===== config.mk =====
export PLATFORM = sky130hd
export DESIGN_NAME = plru_state_array
export DESIGN_NICKNAME = d
export VERILOG_FILES = /design/src/rtl/plru_pkg.sv /design/src/rtl/plru_path_update.sv /design/src/rtl/plru_tree.sv /design/src/rtl/plru_state_array.sv
export SDC_FILE = /design/constraint.sdc
export NUM_CORES = 1
export LEC_CHECK = 0
export ABC_AREA = 1
export ABC_CLOCK_PERIOD_IN_PS = 4930
export BUFFER_PORTS_ARGS = -buffer_cell sky130_fd_sc_hd__clkbuf_2
export CORE_MARGIN = 8
export CORE_UTILIZATION = 38
export CTS_CLUSTER_DIAMETER = 40
export DETAILED_ROUTE_END_ITERATION = 10
export PLACE_DENSITY_LB_ADDON = 0.05
export SLEW_MARGIN = 5
export SYNTH_ARGS = -nofsm -noshare
export SYNTH_HDL_FRONTEND = slang
export SYNTH_SLANG_ARGS = --single-unit
export TNS_END_PERCENT = 50

===== constraint.sdc =====
create_clock -name clk -period 4.93 [get_ports clk]
set_input_delay 0.986 -clock clk [delete_from_list [all_inputs] [get_ports clk]]
set_output_delay 0.986 -clock clk [all_outputs]
set_load 0.005 [all_outputs]

===== src/rtl/plru_pkg.sv =====
// Shared sizing and index types for the dcache tree-PLRU state store.
package plru_pkg;
    localparam int PLRU_WAYS   = 8;
    localparam int PLRU_SETS   = 16;
    localparam int PLRU_WAY_W  = $clog2(PLRU_WAYS);
    localparam int PLRU_SET_W  = $clog2(PLRU_SETS);
    localparam int PLRU_BITS_W = PLRU_WAYS - 1;

    typedef logic [PLRU_WAY_W-1:0]  way_idx_t;
    typedef logic [PLRU_SET_W-1:0]  set_idx_t;
    typedef logic [PLRU_BITS_W-1:0] plru_bits_t;
endpackage


===== src/rtl/plru_path_update.sv =====
// Rewrites the tree bits on the root-to-leaf path of a touched way so each points away from it.
module plru_path_update
    import plru_pkg::*;
#(
    parameter  int WAYS  = PLRU_WAYS,
    localparam int WAY_W = $clog2(WAYS)
) (
    input  logic [WAYS-2:0]  i_bits,
    input  logic [WAY_W-1:0] i_way,
    output logic [WAYS-2:0]  o_bits
);
    // Node at level l, offset o is on the path when the top l way bits equal o.
    for (genvar l = 0; l < WAY_W; l++) begin : g_lvl
        for (genvar o = 0; o < (1 << l); o++) begin : g_node
            localparam int N = (1 << l) - 1 + o;
            if (l == 0) begin : g_root
                assign o_bits[N] = ~i_way[WAY_W-1];
            end else begin : g_inner
                logic w_on_path;
                assign w_on_path = (int'(i_way[WAY_W-1 -: l]) == o);
                assign o_bits[N] = w_on_path ? ~i_way[WAY_W-1-l] : i_bits[N];
            end
        end
    end
endmodule


===== src/rtl/plru_tree.sv =====
// Tree-PLRU victim decoder: follows bit[n] from the root (0 -> 2n+1, 1 -> 2n+2) to a leaf.
module plru_tree #(
    parameter  int WAYS  = 8,
    localparam int WAY_W = $clog2(WAYS)
) (
    input  logic [WAYS-2:0]  i_bits,
    output logic [WAY_W-1:0] o_way
);
    logic [2*WAYS-1:0] w_bits_ext;
    logic [WAY_W:0]    w_node;

    // Zero padding lets the node index address the vector at its natural width.
    assign w_bits_ext = {{(WAYS+1){1'b0}}, i_bits};

    always_comb begin
        w_node = '0;
        for (int l = 0; l < WAY_W; l++) begin
            w_node = {w_node[WAY_W-1:0], 1'b0} + {{WAY_W{1'b0}}, 1'b1}
                   + {{WAY_W{1'b0}}, w_bits_ext[w_node]};
        end
    end

    // Leaf node is WAYS-1+j, and WAYS-1 is -1 modulo WAYS.
    assign o_way = w_node[WAY_W-1:0] + WAY_W'(1);
endmodule


===== src/rtl/plru_state_array.sv =====
// Per-set tree-PLRU bit store with path update on access and a one-cycle registered victim lookup.
module plru_state_array
    import plru_pkg::*;
(
    input  logic       clk,
    input  logic       rst,
    input  logic       access_valid_i,
    input  set_idx_t   access_set_i,
    input  way_idx_t   access_way_i,
    input  logic       victim_req_i,
    input  set_idx_t   victim_set_i,
    output logic       victim_valid_o,
    output way_idx_t   victim_way_o,
    output plru_bits_t plru_bits_o
);
    plru_bits_t r_bits [PLRU_SETS];
    plru_bits_t w_cur_bits;
    plru_bits_t w_next_bits;
    plru_bits_t w_lk_bits;
    way_idx_t   w_lk_way;
    logic       r_valid;
    way_idx_t   r_way;
    plru_bits_t r_plru_bits;

    assign w_cur_bits = r_bits[access_set_i];

    plru_path_update #(.WAYS(PLRU_WAYS)) u_path_update (
        .i_bits (w_cur_bits),
        .i_way  (access_way_i),
        .o_bits (w_next_bits)
    );

    // Same-set access in the lookup cycle: return the bits being written this edge.
    assign w_lk_bits = (access_valid_i && (access_set_i == victim_set_i))
                     ? w_next_bits : r_bits[victim_set_i];

    plru_tree #(.WAYS(PLRU_WAYS)) u_tree (
        .i_bits (w_lk_bits),
        .o_way  (w_lk_way)
    );

    always_ff @(posedge clk or posedge rst) begin
        if (rst) begin
            for (int i = 0; i < PLRU_SETS; i++) begin
                r_bits[i] <= '0;
            end
        end else if (access_valid_i) begin
            r_bits[access_set_i] <= w_next_bits;
        end
    end

    always_ff @(posedge clk or posedge rst) begin
        if (rst) begin
            r_valid     <= 1'b0;
            r_way       <= '0;
            r_plru_bits <= '0;
        end else begin
            r_valid <= victim_req_i;
            if (victim_req_i) begin
                r_way       <= w_lk_way;
                r_plru_bits <= w_lk_bits;
            end
        end
    end

    assign victim_valid_o = r_valid;
    assign victim_way_o   = r_way;
    assign plru_bits_o    = r_plru_bits;
endmodule

# Word-level counts from Yosys, hierarchy flattened
# Cells that the tools add are included.
[totals] reg_bits=123 word_cells=62 input_bits=15 out_inout_bits=11
[classes] bitwise=5 n_eq_ne=4 magnitude_cmp=5 reduce_logical=3 addsub=6 n_mux=20
[op_table] cell="bitwise mux 112 bit" n=1
[op_table] cell="binary-select mux 7 bit (select 4 bit)" n=2
[op_table] cell="two-way mux 7 bit" n=6
[op_table] cell="demux 7 bit (select 4 bit)" n=1
[op_table] cell=">= comparator 5 bit, second input constant" n=2
[op_table] cell="less-than comparator 4 x 5 -> 1 bit, second input constant" n=2
[op_table] cell="NOT 4 -> 5 bit" n=2
[op_table] cell="binary-select mux 1 bit (select 4 bit)" n=2
[op_table] cell="two-way mux 1 bit" n=8
[op_table] cell="adder 3 x 1 -> 3 bit, second input constant" n=2
[op_table] cell="less-than comparator 5 x 1 -> 1 bit, second input constant" n=1
[op_table] cell="adder 4 x 1 -> 4 bit" n=1
[op_table] cell="adder 4 x 1 -> 4 bit, second input constant" n=1
[op_table] cell="== test 2 bit, second input constant" n=2
[op_table] cell="== test 4 bit" n=1
[op_table] cell="adder 3 x 1 -> 3 bit" n=1
[op_table] cell="NOT 1 bit" n=3
[op_table] cell="adder 1 x 1 -> 2 bit, first input constant" n=1
[op_table] cell="== test 2 x 1 -> 1 bit, second input constant" n=1
[op_table] cell="logical AND 1 bit" n=2
[op_table] cell="zero test 2 bit" n=1

# Depth between registers and ports, before layout
[depth] word_depth=14 ltp_mapped=21 ltp_nobuf=20

# Hierarchy
# Synthesis repeated with hierarchy kept, for this count alone.
[hier_totals] hier_cells=970 area_unflattened_um2=7013.0
[modules_own_cells] mod="plru_state_array" seq_area_each_um2=3078.0 area_each_um2=6861.6 instances=1 cells_per_inst=933
[modules_own_cells] mod="plru_path_update" seq_area_each_um2=0.0 area_each_um2=88.8 instances=1 cells_per_inst=21
[modules_own_cells] mod="plru_tree" seq_area_each_um2=0.0 area_each_um2=62.6 instances=1 cells_per_inst=16

# Worst setup path before layout
# Ideal clock, no wire load.
[synth_path] kind="input to register" startpoint="input port victim_set_i[3]" endpoint="register r_way[0] (netlist: victim_way_o[0])" slack_ps=2114 path_buffers=1 t_arrival_ps=2699 stages=16 setup_time_ps=116 required_ps=4814 cell_sequence="buf_2 -> inv_1 -> nor2_1 -> nor2_2 -> nand3_4 -> clkinv_2 -> nand3_1 -> nand3_1 -> nand2_2 -> ha_1 -> a21oi_1 -> nand2_1 -> nand3_1 -> nand2_1 -> nand2_1 -> nand2_1"
[synth_via] elab_chain_len=13 elab_cells_between_ends=16 classes_between="5 x add/sub; 1 x eq/ne; 8 x mux; 1 x bitwise; 1 x reduce/logical"
[synth_lines] element="start, declared" line="plru_state_array.sv:11" source="input set_idx_t victim_set_i,"
[synth_lines] element="NOT 4 -> 5 bit (not written as such)" line="plru_state_array.sv:35" source="? w_next_bits : r_bits[victim_set_i];"
[synth_lines] element="binary-select mux 7 bit (select 4 bit)" line="plru_state_array.sv:35"
[synth_lines] element="two-way mux 7 bit (not written as such) (2 in series)" line="plru_state_array.sv:35"
[synth_lines] element="two-way mux 7 bit (*)" line="plru_state_array.sv:35"
[synth_lines] element="adder 1 x 1 -> 2 bit" line="plru_tree.sv:19" source="+ {{WAY_W{1'b0}}, w_bits_ext[w_node]};"
[synth_lines] element="binary-select mux 1 bit (select 4 bit)" line="plru_tree.sv:19"
[synth_lines] element="two-way mux 1 bit (not written as such)" line="plru_tree.sv:19"
[synth_lines] element="adder 4 x 1 -> 4 bit" line="plru_tree.sv:19"
[synth_lines] element="binary-select mux 1 bit (select 4 bit) (*)" line="plru_tree.sv:19"
[synth_lines] element="two-way mux 1 bit (not written as such) (*)" line="plru_tree.sv:19"
[synth_lines] element="adder 3 x 1 -> 3 bit (*)" line="plru_tree.sv:19"
[synth_lines] element="adder 3 x 1 -> 3 bit (*)" line="plru_tree.sv:24" source="assign o_way = w_node[WAY_W-1:0] + WAY_W'(1);"
[synth_lines] element="end signal, assigned" line="plru_state_array.sv:60" source="r_way <= w_lk_way;"
[synth_lines] element="end, declared" line="plru_state_array.sv:22" source="way_idx_t r_way;"
# Every way passes the cells marked *; elsewhere a longest branch is shown, timed or not. The select of a mux whose other input is x is not followed.
# A chain may end at the register's enable or synchronous reset.

# Worst setup path in the final report
[layout_path] startpoint="input port access_set_i[0]" endpoint="register r_way[0] (netlist: victim_way_o[0])"
[layout_via] elab_chain_len=13 elab_cells_between_ends=22 classes_between="5 x add/sub; 1 x eq/ne; 14 x mux; 1 x bitwise; 1 x reduce/logical"
[layout_lines] element="start, declared" line="plru_state_array.sv:8" source="input set_idx_t access_set_i,"
[layout_lines] element="NOT 4 -> 5 bit (not written as such)" line="plru_state_array.sv:25" source="assign w_cur_bits = r_bits[access_set_i];"
[layout_lines] element="binary-select mux 7 bit (select 4 bit)" line="plru_state_array.sv:25"
[layout_lines] element="two-way mux 7 bit (not written as such) (2 in series)" line="plru_state_array.sv:25"
[layout_lines] element="two-way mux 1 bit" line="plru_path_update.sv:21" source="assign o_bits[N] = w_on_path ? ~i_way[WAY_W-1-l] : i_bits[N];"
[layout_lines] element="two-way mux 7 bit (*)" line="plru_state_array.sv:35"
[layout_lines] element="binary-select mux 1 bit (select 4 bit)" line="plru_tree.sv:19"
[layout_lines] element="two-way mux 1 bit (not written as such)" line="plru_tree.sv:19"
[layout_lines] element="adder 4 x 1 -> 4 bit" line="plru_tree.sv:19"
[layout_lines] element="binary-select mux 1 bit (select 4 bit) (*)" line="plru_tree.sv:19"
[layout_lines] element="two-way mux 1 bit (not written as such) (*)" line="plru_tree.sv:19"
[layout_lines] element="adder 3 x 1 -> 3 bit (*)" line="plru_tree.sv:19"
[layout_lines] element="adder 3 x 1 -> 3 bit (*)" line="plru_tree.sv:24"
# Marked as above.

==> metrics.yaml <==
timing:
  tightest_slew_ns: 0.911
  max_freq_mhz: 310
  skew_ns: 0.0107
  finalSetupViolations: 0
  fin_setup_tns_ns: 0
  drv_slew: 0
  fin_crit_sh_pct: 65.4
  fin_crit_ns: 3.23
  finalHoldViolations: 0
  rsz0062_at_grt: "false"
  slew_headroom_pct: 39.1
clock_network:
  cts_resized: 0
  htree_num_levels: 4
  hold_buffers: 0
  cts_tree: "built"
  post_cts_buffers: 0
  clk_latency_ns: 0.42
  cts_inserted_buffers: 17
  cts.sinks: 123
  clockBufferDepth: 2
  cts-root-buf: "clkbuf_16"
  path_clk_slew_ns: 0.05
layout:
  fillers: 1901
  register_area_um2: 3080
  fin_area_um2: 7570
  area_growth_pct: 11.5
  antenna_cells: 0
  fin_cells: 1199
  multi_input_area_um2: 3130
  nNetsFinal: 975
  fin_util_pct: 42.6
  final_layout_size_suffix_gt1_share_pct: 8.35
critical_path:
  crit_buf_inv: 2
  crit_path_start_kind: "input pin"
  path_max_fanout: 20
  crit_path_end_kind: "flip-flop"
  slowest_delay_ns: 0.40
  critPathRequiredTime_ns: 5.24
  worst-setup-path-type: "input pin to flip-flop"
  cp_slowest_cell: "inv_2"
  timing.rr.start: "r_bits[78]"
  crit_top_cell: "nand2_1"
  reg2reg_to: "victim_way_o[0]"
  crit_family: "simple AND/OR/NAND/NOR gates"
  rr_worst_depth: 18
  critPathArrivalTime_ns: 3.53
  r2r_slack_ns: 2.68
  path_cells: "clkbuf_2 -> inv_2 -> nand2_1 -> nor2_1 -> nor2_1 -> nand2_1 -> a21oi_1 -> nand2_1 -> nand3_1 -> nand3_1 -> nand2_2 -> ha_1 -> a21oi_1 -> nand2_1 -> nand3_1 -> nand2_1 -> nand2_1 -> nand2_1"
drt:
  vias: 6206
  antenna_left: 0
  routed_via_density: 5.18
  wl_per_cell_um: 19.3
  wl_mm: 23.1
  first_pass_iters: 6
  drc_errors: 0
  drt_iter0_drc: 524
logic_synthesis:
  async_flop_share_pct: 100
  yosys.area_share.simple_pct: 26.9
  yosysSeqAreaShare_pct: 45.3
  ys_warn_count: 0
  synth_top_cells_by_count: "nand2_1 (299), o21ai_0 (184), dfrtp_1 (123)"
  syn_area_um2: 6800
  yosysMostFrequentCell: "nand2_1"
  synth_compound_area_share_pct: 18.9
  syn_nets: 976
  synth_edf_count: 0
  ys_types: 32
  syn_inst: 960
  synth_fa_ha_area_share_pct: 0.184
  avgSynthCellArea_um2: 7.08
  synth_xor_area_share_pct: 0.129
  netlist.area_leader.share_pct: 45.3
  synth_top_family_by_area: "simple AND/OR/NAND/NOR gates"
  synth_seq_cells: 123
  ys.flop_type: "dfrtp_1"
  synth_area_leaders: "dfrtp_1 (45%), nand2_1 (17%), o21ai_0 (14%), nor2_1 (4.9%), inv_1 (4.4%)"
  synthMuxAreaShare_pct: 0
  synth_top_area_cell: "dfrtp_1"
placement:
  io_buffer_count: 25
  hpwl_mm: 16.2
  gp_congestion: 0.891
  dp.cells: 1169
  placed_area_um2: 7020
job:
  drv_cap: 0
floorplan:
  pin_count: 26
  start_util_pct: 38.2
  dieArea_um2: 22400
  row_count: 49
  die_y_um: 150
  die_w_um: 150
  coreArea_um2: 17800
global_route:
  grt_pass1_vias: 5762
  grt_max_degree: 59
  grt_pass1_wl_mm: 36.0
  grt.total_usage_pct: 21.5
  overflow: 0
  antenna_found_initial: 0
status:
  status: "finished clean"
power:
  ir_worst_vdd_mv: 0.236
  p_total_mw: 3.31
  static-leakage-power_nw: 3.59
  power_density_nw_per_um2: 437
min_path:
  hp-class: "flip-flop to flip-flop"
  hold_start: "victim_way_o[0]"
  hold_depth: 2
  hold_end: "victim_way_o[0]"
==> power breakdown <==
group	switching (mW)	total, mW	internal [mW]
Combinational	0.443	0.674	0.231
Sequential	0.183	1.42	1.24
Clock	0.459	1.22	0.759
==> flip-flops by register name, indices dropped and copies added, names as in the netlist <==
| register | flops |
|---|---|
| plru_bits_o | 7 |
| r_bits | 112 |
| victim_valid_o | 1 |
| victim_way_o | 3 |
==> worst max path at each step <==
stage / from / end / slack (ns) / depth (start not counted)
after global routing: access_set_i[0] / victim_way_o[0] / 1.40 / 19
final: access_set_i[0] / victim_way_o[0] / 1.70 / 18
after detailed placement: access_set_i[0] / victim_way_o[0] / 1.29 / 18
after CTS: access_set_i[0] / victim_way_o[0] / 1.72 / 18
after global placement: access_set_i[0] / victim_way_o[0] / 1.29 / 18
after floorplan: rst / plru_bits_o[0] / 0.67 / 1
==> per-stage QoR <==
step	worst slack [ns]	hold WS [ns]
3_5_place_dp	1.29	0.468
2_1_floorplan	0.673	0.453
3_3_place_gp	1.29	0.467
4_1_cts	1.72	0.483
5_1_grt	1.40	0.503
6_report	1.70	0.480
==> cells in the final DEF (no fill, tap or decap), drive strengths merged, types with 9 or more instances in the layout <==
| cell type | n |
|---|---|
| nand2 | 302 |
| o21ai | 189 |
| dfrtp | 123 |
| nor2 | 94 |
| inv | 84 |
| nand3 | 53 |
| clkbuf | 46 |
| a21oi | 22 |
| o211ai | 14 |
| buf | 9 |
==> cell type report <==
cell class	instances	area share [%]
multi-input combinational	697	41.4
sequential	123	40.6
clock buffer	21	6.08
inverter	86	4.31
tap	229	3.78
timing repair buffer	34	2.54
clock inverter	9	1.29
==> worst min-delay path, delay by kind of cell, from the launching register on <==
kind          cells  cell delay [ns]
flops             1             0.34
simple gates      2             0.10
==> layer usage <==
| metal | track usage (%) | vias up | part of all wire, % |
|---|---|---|---|
| met5 | 0 | - | 0 |
| met4 | 7.45 | 0 | 1.9 |
| met3 | 4.02 | 28 | 6.1 |
| met2 | 31.1 | 209 | 43 |
| met1 | 31.3 | 2869 | 49 |
| li1 | - | 3100 | - |
==> cell families after synthesis <==
logic type,count (synthesis)
buffers and inverters,140
adders and majority gates,1
xor gates and xnor gates,1
DFF,123
AOI/OAI and AO/OA,241
and+or+nand+nor,454
Power figures use the tool's default switching activity.
